`config.mk`:
```
export PLATFORM = sky130hd
export DESIGN_NAME = square_envelope
export DESIGN_NICKNAME = d
export VERILOG_FILES = /design/src/rtl/square_envelope.sv
export SDC_FILE = /design/constraint.sdc
export NUM_CORES = 1
export LEC_CHECK = 0
export CAP_MARGIN = 20
export CORE_ASPECT_RATIO = 0.5
export CORE_UTILIZATION = 40
export DETAILED_ROUTE_END_ITERATION = 10
export GPL_TIMING_DRIVEN = 1
export PLACE_DENSITY = 0.57
export SYNTH_ARGS = -nofsm -noshare
export SYNTH_HDL_FRONTEND = slang
export SYNTH_SLANG_ARGS = --single-unit
export TNS_END_PERCENT = 5
```
`constraint.sdc`:
```
create_clock -name clk -period 14.7 [get_ports clk]
set_input_delay 2.94 -clock clk [delete_from_list [all_inputs] [get_ports clk]]
set_output_delay 2.94 -clock clk [all_outputs]
set_load 0.05 [all_outputs]
```
`src/rtl/square_envelope.sv`:
```
// ADSR amplitude envelope for the square-wave oscillator output.
// Level steps only on tick; gate edges drive the phase machine and scale the sample stream.
//
// state   | meaning
// --------+---------------------------------------------
// IDLE    | silent, level held at 0
// ATTACK  | level rises by attack_step per tick to full scale
// DECAY   | level falls by decay_step per tick to sustain_level
// SUSTAIN | level tracks sustain_level on every tick
// RELEASE | level falls by release_step per tick to 0
module square_envelope #(
  parameter int LEVEL_W  = 16,
  parameter int SAMPLE_W = 32
) (
  input  logic                       clk,
  input  logic                       reset_n,
  input  logic                       gate,
  input  logic                       tick,
  input  logic [LEVEL_W-1:0]         attack_step,
  input  logic [LEVEL_W-1:0]         decay_step,
  input  logic [LEVEL_W-1:0]         sustain_level,
  input  logic [LEVEL_W-1:0]         release_step,
  input  logic signed [SAMPLE_W-1:0] sample_in,
  output logic signed [SAMPLE_W-1:0] sample_out,
  output logic [LEVEL_W-1:0]         level,
  output logic [2:0]                 state,
  output logic                       busy
);

  typedef enum logic [2:0] {
    S_IDLE    = 3'd0,
    S_ATTACK  = 3'd1,
    S_DECAY   = 3'd2,
    S_SUSTAIN = 3'd3,
    S_RELEASE = 3'd4
  } state_t;

  localparam logic [LEVEL_W-1:0] FULL_SCALE = '1;

  state_t                       state_q, state_d;
  logic [LEVEL_W-1:0]           level_q, level_d;
  logic                         gate_d;
  logic signed [SAMPLE_W-1:0]   sample_q, sample_d;
  logic                         gate_rise, gate_fall;
  logic [LEVEL_W:0]             atk_sum;
  logic signed [LEVEL_W:0]      dec_diff, rel_diff;
  logic signed [SAMPLE_W+LEVEL_W-1:0] prod;

  assign gate_rise = gate & ~gate_d;
  assign gate_fall = ~gate & gate_d;

  assign atk_sum  = {1'b0, level_q} + {1'b0, attack_step};
  assign dec_diff = $signed({1'b0, level_q}) - $signed({1'b0, decay_step});
  assign rel_diff = $signed({1'b0, level_q}) - $signed({1'b0, release_step});

  // Gain is strictly below 1, so the product always fits and the shift cannot overflow.
  assign prod     = $signed(sample_in) * $signed({1'b0, level_q});
  assign sample_d = SAMPLE_W'(prod >>> LEVEL_W);

  always_ff @(posedge clk or negedge reset_n) begin
    if (!reset_n) begin
      state_q  <= S_IDLE;
      level_q  <= '0;
      gate_d   <= 1'b0;
      sample_q <= '0;
    end else begin
      state_q  <= state_d;
      level_q  <= level_d;
      gate_d   <= gate;
      sample_q <= sample_d;
    end
  end

  // Edges win over tick: an edge cycle only moves the phase and holds the level.
  always_comb begin
    state_d = state_q;
    level_d = level_q;
    if (gate_rise) begin
      state_d = S_ATTACK;
    end else if (gate_fall) begin
      if (state_q == S_ATTACK || state_q == S_DECAY || state_q == S_SUSTAIN)
        state_d = S_RELEASE;
    end else if (tick) begin
      case (state_q)
        S_IDLE: level_d = '0;
        S_ATTACK: begin
          if (attack_step == '0 || atk_sum >= {1'b0, FULL_SCALE}) begin
            level_d = FULL_SCALE;
            state_d = S_DECAY;
          end else begin
            level_d = atk_sum[LEVEL_W-1:0];
          end
        end
        S_DECAY: begin
          if (decay_step == '0 || dec_diff <= $signed({1'b0, sustain_level})) begin
            level_d = sustain_level;
            state_d = S_SUSTAIN;
          end else begin
            level_d = dec_diff[LEVEL_W-1:0];
          end
        end
        S_SUSTAIN: level_d = sustain_level;
        S_RELEASE: begin
          if (release_step == '0 || rel_diff[LEVEL_W] || rel_diff == '0) begin
            level_d = '0;
            state_d = S_IDLE;
          end else begin
            level_d = rel_diff[LEVEL_W-1:0];
          end
        end
        default: begin
          level_d = '0;
          state_d = S_IDLE;
        end
      endcase
    end
  end

  always_comb begin
    sample_out = sample_q;
    level      = level_q;
    state      = state_q;
    busy       = (state_q != S_IDLE);
  end

endmodule

```
# After elaboration in Yosys (flattened, before gate mapping)
# Cells that the tools add are included.
dict set report classes {
  n_mux 12
  n_mul 1
  reduce_logical 16
  n_lt_le_gt_ge 2
  bitwise 6
  addsub 3
  n_eq_ne 9
}
# cell count
set ops {}
lappend ops {{$pmux W16 S4} 1}
lappend ops {{$logic_not A16 Y1} 3}
lappend ops {{$mul A32 B17 Y48} 1}
lappend ops {{$mux W16} 3}
lappend ops {{$sub A16 B16 Y17} 2}
lappend ops {{$mux W3} 7}
lappend ops {{$add A16 B16 Y17} 1}
lappend ops {{$ge A17 B16 Y1 const B} 1}
lappend ops {{$le A17 B17 Y1} 1}
lappend ops {{$logic_not A17 Y1} 1}
lappend ops {{$pmux W3 S4} 1}
lappend ops {{$ne A4 B3 Y1 const B} 2}
lappend ops {{$eq A3 B2 Y1 const B} 2}
lappend ops {{$logic_or A1 B1 Y1} 6}
lappend ops {{$reduce_and A6 Y1} 1}
lappend ops {{$reduce_bool A3 Y1} 2}
lappend ops {{$ne A4 B4 Y1 const B} 1}
lappend ops {{$not A1 Y1} 4}
lappend ops {{$eq A3 B1 Y1 const B} 1}
lappend ops {{$eq A3 B3 Y1 const B} 1}
lappend ops {{$logic_not A3 Y1} 1}
lappend ops {{$ne A3 B1 Y1 const B} 1}
lappend ops {{$ne A3 B2 Y1 const B} 1}
lappend ops {{$reduce_and A3 Y1} 1}
lappend ops {{other kinds (2)} 3}
dict set report totals {
  regBits 52
  word_cells 53
  inputBits 100
}

# Depth between registers and ports, before layout
# Gate-level depths: netlist of run 1.
dict set report depth {
  ltp_word 8
  mapped_depth 24
  mapped_depth_nobuf 23
}

# Worst setup path after synthesis of run 1
# Ideal clock, no wire load.
dict set report synth_path {
  path_type {input -> register}
  start {in sample_in[17]}
  end {reg sample_q[27], in the netlist sample_out[27]}
  n_path_buf 1
  setup_ps 80
  cell_stages 21
  t_arrival_ps 8934
  required_time_ps 14620
  setup_slack_ps 5686
  path_cell_list {clkbuf_1 -> nand2_1 -> fa_1 -> fa_1 -> fa_1 -> inv_1 -> fa_1 -> fa_1 -> inv_1 -> fa_1 -> inv_1 -> ha_1 -> a21o_1 -> a211o_1 -> or2_2 -> a211oi_1 -> a2bb2oi_1 -> o21ai_0 -> or2_2 -> a21boi_0 -> xnor2_1}
}
dict set report synth_between {
  elab_chain_len 1
}
# element line_no
set synth_rtl {}
lappend synth_rtl {{start: declaration} 23} ;# input logic signed [SAMPLE_W-1:0] sample_in,
lappend synth_rtl {{$mul A32 B17 Y48} 57} ;# assign prod = $signed(sample_in) * $signed({1'b0, level_q});
lappend synth_rtl {{via prod[43]} 47} ;# logic signed [SAMPLE_W+LEVEL_W-1:0] prod;
lappend synth_rtl {{end signal: assignment} 70} ;# sample_q <= sample_d;
lappend synth_rtl {{end: declaration} 43} ;# logic signed [SAMPLE_W-1:0] sample_q, sample_d;
# The timed path passes the listed nets, and every way through them passes these cells.
# A chain may end at the register's enable or synchronous reset.

# Worst setup path in the final report of run 1
dict set report layout_path {
  start {in sample_in[18]}
  end {reg sample_q[27], in the netlist sample_out[27]}
}
# The elaborated chain is that of the path after synthesis.

==> results of run 1 <==
[cell usage in the layout (no fill, tap or decap), drive strengths merged, types with 10 or more instances in the layout]
cell             n
inv            625
fa             485
nand2          341
and2           232
ha             178
clkdlybuf4s50  150
a21oi           62
nor2            52
dfrtp           52
xnor2           43
o21ai           42
xor2            26
a21o            26
buf             24
o21a            18
a211oi          17
nand3           16
nor3            15
nor4            14
o221ai          11
nor2b           10
nand4           10
a31oi           10
[path summary, 6_finish.rpt]
kind                                  end  slack (ns)  depth (start not counted)     startpoint
max reg2reg                sample_out[27]        6.19                         21       level[2]
min in group asynchronous   sample_out[6]        2.73                          2        reset_n
min                             level[11]        0.64                          1      level[11]
min reg2reg                     level[11]        0.64                          1      level[11]
max in group asynchronous       level[15]       11.33                          2        reset_n
max                        sample_out[27]        3.80                         22  sample_in[18]
[cell usage after synthesis, types with 7 or more instances]
| master | number | area [um^2] |
|---|---|---|
| nand2_1 | 341 | 1280 |
| o21bai_1 | 8 | 60.1 |
| xnor2_1 | 43 | 377 |
| a31oi_1 | 9 | 56.3 |
| o21a_1 | 18 | 135 |
| a21o_1 | 24 | 180 |
| and2_1 | 230 | 1440 |
| a222oi_1 | 9 | 90.1 |
| ha_1 | 178 | 2230 |
| o211ai_1 | 7 | 52.6 |
| nand3_1 | 16 | 80.1 |
| o221ai_1 | 11 | 96.3 |
| clkbuf_1 | 87 | 327 |
| xor2_1 | 26 | 228 |
| a211oi_1 | 16 | 120 |
| nor2b_1 | 10 | 62.6 |
| nor4_1 | 14 | 87.6 |
| fa_1 | 485 | 9710 |
| dfrtp_1 | 52 | 1300 |
| inv_1 | 624 | 2340 |
| nor3_1 | 15 | 75.1 |
| a21oi_1 | 61 | 305 |
| and3_1 | 8 | 50.1 |
| o21ai_0 | 42 | 210 |
| nor2_1 | 52 | 195 |
| nand4_1 | 10 | 62.6 |
| nand2b_1 | 7 | 43.8 |
[area by class of cell]
class	count	area, um^2	share of cell area [%]
multi-input cells	1740	18100	73.8
inverters	624	2340	9.56
repair buffers	174	1680	6.85
flip-flops and latches	52	1300	5.32
well taps	744	931	3.80
clock buffers	5	125	0.511
clock inverters	3	27.5	0.112
[kinds of logic (layout without fill, tap and decap cells)]
| family | Yosys count | count (layout) |
|---|---|---|
| AND/OR/NAND/NOR | 733 | 733 |
| buffers and inverters | 714 | 806 |
| adder cells (fa/ha/maj) | 663 | 663 |
| flip-flops | 52 | 52 |
| multiplexers | 2 | 2 |
| XOR/XNOR | 69 | 69 |
| AO/OA/AOI/OAI | 273 | 273 |
[per-stage QoR]
step / std cells / hold WS (ns) / utilization [%]
5_1_grt: 3342 / 0.671 / 45.3
6_report: 3342 / 0.636 / 45.3
2_1_floorplan: 2506 / 0.704 / -
3_5_place_dp: 3334 / 0.610 / 45.0
3_3_place_gp: 3334 / 0.596 / 45.0
4_1_cts: 3342 / 0.632 / 45.3
[metal layers]
| metal | GRT usage, % | wire length [um] |
|---|---|---|
| met5 | 0 | 0 |
| met1 | 32.5 | 28400 |
| met3 | 3.18 | 3120 |
| met2 | 39.1 | 29400 |
| met4 | 4.19 | 989 |
[flip-flops by register name, indices dropped and copies added (netlist names)]
register,flops
level,16
gate_d,1
state,3
sample_out,32
[worst max-delay path, stage by stage]
cell and delay, ns:
clkdlybuf4s50_1 0.92, and2_1 0.44, fa_1 0.51, inv_1 0.05, fa_1 0.45, fa_1 0.51
inv_1 0.05, fa_1 0.45, fa_1 0.52, inv_1 0.05, fa_1 0.53, inv_1 0.06
ha_1 0.38, a21oi_1 0.23, o21ai_0 0.20, or2_2 0.31, a211oi_1 0.64, a2bb2oi_1 0.87
o21ai_0 0.27, or2_2 0.36, a21boi_0 0.24, xnor2_1 0.14
==> reports/metrics.cfg, run 1 <==
[run_status]
status=finished clean

[floorplanning]
ios=152
die_area_um2=56300
core_um2=54100
die_h_um=168
fp.dieW_um=334
row_count=60
initial_core_util_pct=40.8

[clocking]
cts_setup_buffers=0
cts_resized=0
cts_tree=done
cts_num_sinks=52
cts_hold_buf=0
insertion_delay_ns=0.35
path_clk_slew_ns=0.09
h-tree-depth=2
cts-buffers-inserted=5
cts.path.max_buffers=2
clock-root-buffer=clkbuf_16

[placement]
preCtsSetupSlack_ns=3.53
dp_hpwl_um=49600
gp_congestion=0.872
numPortBuffers=151
dpl_cell_area_um2=24300

[route]
detail-route-antenna-nets=0
drt_iter0_markers=1100
drc=0
num_vias=16983
wl_per_cell_um=18.5
finalWirelength_um=61900
drtPass1Iterations=5
viasPerCell=5.08

[yosys]
synth_top_family_by_area=adder cells
synth-seq-cells=52
ys_seq_area_share_pct=5.89
synth_fa_ha_area_share_pct=54.0
synth_area_um2=22100
synth_compound_area_share_pct=8.72
yosysUniqueCellTypes=80
yosys_warnings=0
ys_async_sr_fraction_pct=100
synth_cells=2506
synth-edff-count=0
synthSimpleGateAreaFrac_pct=16.3
synth.avg_cell_area_um2=8.82
muxShareOfSynthArea_pct=0.0962
syn_nets=3269
synthFlopType=dfrtp_1
synth_xor_area_share_pct=2.73

[finish]
layout.nets=3360
syn_to_final_growth_pct=10.8
nFillCells=5432
fin_area_um2=24500
antennaDiodeCount=0
drive_gt1_share_pct=2.16

[critical_path]
path_class=in -> reg
cp_max_fo=16
crit_arrival_ns=11.16
end_kind=flip-flop
startpoint_type=input port
critPathRequiredTime_ns=14.96

[sta]
rsz0062_at_grt=no
post-route-min-period_ns=10.90
hold_viol=0
fin_ws_ns=3.80
fin_crit_sh_pct=74.2
relSlewSlack_pct=33.7
finalSetupTns_ns=0
fmax_ghz=0.0917
worst_pin_slew_ns=0.990
slew_violations=0
fin_skew_ns=0.0200
finalSetupViolCount=0

[global_routing]
grt_max_degree=53
antenna_found_initial=0
grt_pass1_wl_um=102000
grtUsageTotal_pct=23.3
grt_overflow=0
grt_pass1_vias=18540

[min_path]
hold_path.class=reg -> reg

[flow_run]
cap_violations=0

Power of run 1 is left out: the tool's default activity adds up to more than one toggle a clock period on the data nets, which glitch-free logic cannot reach.
==> run 2: changes to the inputs <==
--- a/config.mk
+++ b/config.mk
@@ -10,7 +10,7 @@
 export CORE_UTILIZATION = 40
 export DETAILED_ROUTE_END_ITERATION = 10
 export GPL_TIMING_DRIVEN = 1
-export PLACE_DENSITY = 0.57
+export PLACE_DENSITY = 0.59
 export SYNTH_ARGS = -nofsm -noshare
 export SYNTH_HDL_FRONTEND = slang
 export SYNTH_SLANG_ARGS = --single-unit
==> constraint.sdc (replaced) <==
create_clock -name clk -period 9.15 [get_ports clk]
set_input_delay 1.83 -clock clk [delete_from_list [all_inputs] [get_ports clk]]
set_output_delay 1.83 -clock clk [all_outputs]
set_load 0.05 [all_outputs]
==> run 2 against run 1 <==
  * Routed wire length down 1.9%
  * Critical path depth is 2 higher
  * Register-to-register slack got worse by 4.7 ns
  * Worst setup slack lost 3.3 ns
  * Sequential share of layout area shrank 0.066 points
  * Critical path type unchanged
==> reports/metrics.cfg, run 2 (synthesis results as in run 1) <==
[clocking]
insertion_delay_ns=0.33  ; -0.02 ns
cts_resized=0  ; unchanged
clock-root-buffer=clkbuf_16
cts-buffers-inserted=5  ; unchanged
cts_num_sinks=52  ; unchanged
cts_tree=done
cts_setup_buffers=0  ; unchanged
cts_hold_buf=0  ; unchanged
h-tree-depth=2  ; unchanged
path_clk_slew_ns=0.10  ; about the same
cts.path.max_buffers=2  ; unchanged

[global_routing]
grt_pass1_vias=18353  ; -1.0%
grtUsageTotal_pct=22.7  ; -0.65 points
grt_overflow=0  ; unchanged
antenna_found_initial=1  ; +1
grt_pass1_wl_um=99700  ; -2.1%
grt_max_degree=53  ; unchanged

[sta]
fin_skew_ns=0.0143  ; -0.00564 ns
hold_viol=0  ; unchanged
post-route-min-period_ns=8.61
fmax_ghz=0.116
rsz0062_at_grt=no
fin_crit_sh_pct=94.1
finalSetupTns_ns=0  ; unchanged
slew_violations=0  ; unchanged
finalSetupViolCount=0  ; unchanged
relSlewSlack_pct=28.2  ; -5.5 points
worst_pin_slew_ns=1.08  ; +0.0865 ns

[min_path]
hold_path.class=reg -> reg
hold_end=state[2]
whs_path_depth=1  ; unchanged
hold_path_startpoint=state[2]

[critical_path]
rrSetupSlack_ns=1.49  ; -4.70 ns
cpMostUsedCell=fa_1
critPathMaxStageDelay_ns=0.72  ; -0.20 ns
cp_max_fo=10  ; -6
r2r_end=sample_out[27]
crit_arrival_ns=8.86  ; -2.30 ns
end_kind=flip-flop
crit_slowest_cell=clkdlybuf4s50_1
crit_path_cell_trace=clkdlybuf4s50_1, and2_1, fa_1, inv_1, fa_1, fa_1, inv_1, fa_1, fa_1, inv_1, fa_1, inv_1, ha_1, a21o_1, a211o_1, or2_2, a211oi_1, buf_4, a2bb2oi_1, buf_4, o21ai_0, or2_2, a21boi_0, xnor2_1
r2r_start=level[3]
path_class=in -> reg
reg2regPathDepth=23  ; +9.5%
startpoint_type=input port
critPathRequiredTime_ns=9.40  ; -5.56 ns

[finish]
fin_util_pct=45.8  ; +0.52 points
nFillCells=5279  ; -2.8%
antennaDiodeCount=0  ; unchanged
largest_register_ffs=32  ; unchanged
layout.nets=3398  ; +1.1%
ff_latch_area_um2=1300  ; about the same
mostFrequentLayoutCell=inv_1
final_cell_mix=624 x inv_1, 485 x fa_1, 341 x nand2_1
syn_to_final_growth_pct=12.1
drive_gt1_share_pct=3.53  ; +1.4 points
multi_input_area_um2=18100  ; unchanged

[run_status]
status=finished clean

[floorplanning]
ios=152  ; unchanged
initial_core_util_pct=40.8  ; unchanged
die_h_um=168  ; unchanged
row_count=60  ; unchanged
core_um2=54100  ; unchanged
fp.dieW_um=334  ; unchanged
die_area_um2=56300  ; unchanged

[route]
num_vias=17155  ; +1.0%
drc=0  ; unchanged
drt_iter0_markers=1023  ; -7.0%
detail-route-antenna-nets=0  ; unchanged
finalWirelength_um=60700  ; -1.9%
wl_per_cell_um=18.0  ; -3.0%
drtPass1Iterations=6  ; +1
viasPerCell=5.08  ; -0.12%

[flow_run]
cap_violations=0  ; unchanged

[placement]
numPortBuffers=151  ; unchanged
dp_hpwl_um=50400  ; +1.6%
gp_congestion=0.918  ; +5.4%

run 2: through the flow:
stage	cell area (um^2)	cells	hold slack, ns	setup WS, ns
after CTS	24800	3380	0.673	0.534
after global routing	24800	3380	0.704	0.123
final	24800	3380	0.660	0.543
after detailed placement	24600	3372	0.641	0.196
after floorplan	22100	2506	0.704	1.25
after global placement	24600	3372	0.630	0.281
run 2: cell type report:
class                           count  share of cell area, %
Clock buffer                        5                  0.505
Inverter                          624                   9.45
Clock inverter                      3                  0.111
Sequential cell                    52                   5.25
Tap cell                          744                   3.76
Timing Repair Buffer              212                   7.93
Multi-Input combinational cell   1740                   73.0
run 2: worst max-delay path by stage:
stage | from | endpoint | slack (ns)
2_1_floorplan | sample_in[17] | sample_out[27] | 1.25
3_3_place_gp | sample_in[12] | sample_out[13] | 0.28
3_5_place_dp | sample_in[7] | sample_out[27] | 0.20
4_1_cts | sample_in[7] | sample_out[27] | 0.53
5_1_grt | sample_in[7] | sample_out[27] | 0.12
6_report | sample_in[12] | sample_out[27] | 0.54
run 2: layer usage:
layer | global-route usage [%] | share of wire, % | wire length [um]
met5 | 0 | 0.021 | 13
met4 | 5.05 | 2.2 | 1310
met3 | 3.04 | 5.1 | 3120
met2 | 38.9 | 49 | 29500
met1 | 30.6 | 44 | 26800
run 2: critical path: cells and delay by family:
kind / cells / cell delay, ns
adders and majority gates: 7 / 3.25
buffers and inverters: 7 / 1.33
AOI/OAI and AO/OA: 6 / 1.31
and+or+nand+nor: 3 / 0.98
xor gates and xnor gates: 1 / 0.14
Power of run 2 is left out for the same reason.
==> run 3: changes to the inputs <==
--- a/config.mk
+++ b/config.mk
@@ -10,7 +10,7 @@
 export CORE_UTILIZATION = 40
 export DETAILED_ROUTE_END_ITERATION = 10
 export GPL_TIMING_DRIVEN = 1
-export PLACE_DENSITY = 0.59
+export PLACE_DENSITY = 0.57
 export SYNTH_ARGS = -nofsm -noshare
 export SYNTH_HDL_FRONTEND = slang
 export SYNTH_SLANG_ARGS = --single-unit
==> constraint.sdc (replaced) <==
create_clock -name clk -period 9.13 [get_ports clk]
set_input_delay 1.826 -clock clk [delete_from_list [all_inputs] [get_ports clk]]
set_output_delay 1.826 -clock clk [all_outputs]
set_load 0.05 [all_outputs]
==> run 3 against run 2 <==
  * Register-to-register slack improved by 0.24 ns
  * Clock skew increased by 0.0027 ns
  * First-iteration DRC count increased by 15%
  * Worst setup slack got worse by 0.087 ns
  * Routed wire length decreased by 0.16%
  * Via count decreased by 0.94%
  * Count of clock-buffer cells in the layout unchanged
  * Non-clock buffer count increased by 6
  * Final cell count increased by 0.18%
  * Flip-flop and latch count unchanged
==> reports/metrics.cfg, run 3 (synthesis results as in run 1) <==
[critical_path]
crit_arrival_ns=8.93  ; +0.07 ns
path_buf_inv=7  ; unchanged
crit_path_cell_trace=clkdlybuf4s50_1, buf_4, nand2_1, fa_1, inv_1, fa_1, fa_1, fa_1, fa_1, inv_1, fa_1, inv_1, ha_1, a21o_1, a211o_1, or2_2, a211oi_1, buf_4, a2bb2oi_1, buf_4, o21ai_0, or2_2, a21boi_0, xnor2_1
startpoint_type=input port
path_class=in -> reg
critPathRequiredTime_ns=9.39  ; about the same
cpMostUsedCell=fa_1
cp_top_family=adder cells
startpoint=sample_in[10]
r2r_end=sample_out[27]
reg2regPathDepth=23  ; unchanged
rrSetupSlack_ns=1.73  ; +0.24 ns
cp_max_fo=14  ; +4
critPathMaxStageDelay_ns=0.86  ; +0.14 ns
crit_slowest_cell=clkdlybuf4s50_1
end_kind=flip-flop
r2r_start=level[2]

[finish]
layout.nets=3404  ; +0.18%
largest_register_ffs=32  ; unchanged
antennaDiodeCount=0  ; unchanged
final_cell_mix=624 x inv_1, 485 x fa_1, 341 x nand2_1
mostFrequentLayoutCell=inv_1
syn_to_final_growth_pct=12.4
drive_gt1_share_pct=3.75  ; +0.22 points

[clocking]
clock-root-buffer=clkbuf_16
cts_resized=0  ; unchanged
insertion_delay_ns=0.34  ; about the same
path_clk_slew_ns=0.10  ; about the same
cts_num_sinks=52  ; unchanged
cts-buffers-inserted=5  ; unchanged
cts.path.max_buffers=2  ; unchanged
h-tree-depth=2  ; unchanged
cts_hold_buf=0  ; unchanged
cts_setup_buffers=0  ; unchanged
cts_tree=done

[route]
wl_per_cell_um=17.9  ; -0.34%
num_vias=16994  ; -0.94%
finalWirelength_um=60600  ; -0.16%
drtPass1Iterations=6  ; unchanged
drt_iter0_markers=1180  ; +15%
viasPerCell=5.02  ; -1.1%
detail-route-antenna-nets=0  ; unchanged
drc=0  ; unchanged

[sta]
post-route-min-period_ns=8.67
finalSetupViolCount=0  ; unchanged
relSlewSlack_pct=28.4  ; +0.19 points
finalSetupTns_ns=0  ; unchanged
fmax_ghz=0.115
hold_viol=0  ; unchanged
slew_violations=0  ; unchanged
fin_crit_sh_pct=95.0
fin_skew_ns=0.0171  ; +0.00274 ns
rsz0062_at_grt=no
worst_pin_slew_ns=1.07  ; -0.00286 ns

[placement]
dp_hpwl_um=50900  ; +0.95%
gp_congestion=0.868  ; -5.5%
numPortBuffers=151  ; unchanged

[floorplanning]
ios=152  ; unchanged
die_area_um2=56300  ; unchanged
row_count=60  ; unchanged
die_h_um=168  ; unchanged
core_um2=54100  ; unchanged
fp.dieW_um=334  ; unchanged
initial_core_util_pct=40.8  ; unchanged

[global_routing]
grt_max_degree=53  ; unchanged
grt_overflow=0  ; unchanged
grt_pass1_vias=18605  ; +1.4%
grtUsageTotal_pct=23.0  ; +0.27 points
grt_pass1_wl_um=100000  ; +0.75%
antenna_found_initial=1  ; unchanged

[run_status]
status=finished clean

[flow_run]
cap_violations=0  ; unchanged

[min_path]
hold_end=state[2]
hold_path.class=reg -> reg
whs_path_depth=1  ; unchanged
hold_path_startpoint=state[2]

run 3: cell count changes in the layout (fill, tap and decap cells not counted):
cell	previous run	this run
buf_12	0	1
buf_4	61	66
run 3: how the worst max path moves through the flow:
stage | endpoint | slack (ns) | depth (start not counted)
final | sample_out[27] | 0.46 | 24
after global routing | sample_out[27] | 0.16 | 24
after CTS | sample_out[27] | 0.46 | 24
after detailed placement | sample_out[27] | 0.13 | 24
after global placement | sample_out[27] | 0.15 | 23
after floorplan | sample_out[27] | 1.23 | 21
run 3: layout make-up:
type | count | area (um^2)
well taps | 744 | 931
fillers | 5335 | 29300
multi-input cells | 1740 | 18100
repair buffers | 218 | 2020
clock buffers | 5 | 125
flip-flops and latches | 52 | 1300
inverters | 624 | 2340
clock inverters | 3 | 27.5
run 3: routing by layer:
metal / up-vias / part of all wire (%) / track usage [%]
met1: 8678 / 46 / 31.7
met4: 0 / 1.7 / 4.15
met5: - / 0 / 0
met2: 388 / 47 / 38.5
li1: 7862 / - / -
met3: 66 / 5.2 / 3.57
run 3: per-stage QoR:
| stage | cell area [um^2] | util [%] | setup slack, ns | hold slack, ns | cells |
|---|---|---|---|---|---|
| after global placement | 24700 | 45.6 | 0.154 | 0.630 | 3378 |
| after global routing | 24800 | 45.9 | 0.164 | 0.717 | 3386 |
| final | 24800 | 45.9 | 0.457 | 0.676 | 3386 |
| after floorplan | 22100 | - | 1.23 | 0.704 | 2506 |
| after CTS | 24800 | 45.9 | 0.456 | 0.668 | 3386 |
| after detailed placement | 24700 | 45.6 | 0.135 | 0.638 | 3378 |
Power of run 3 is left out for the same reason.
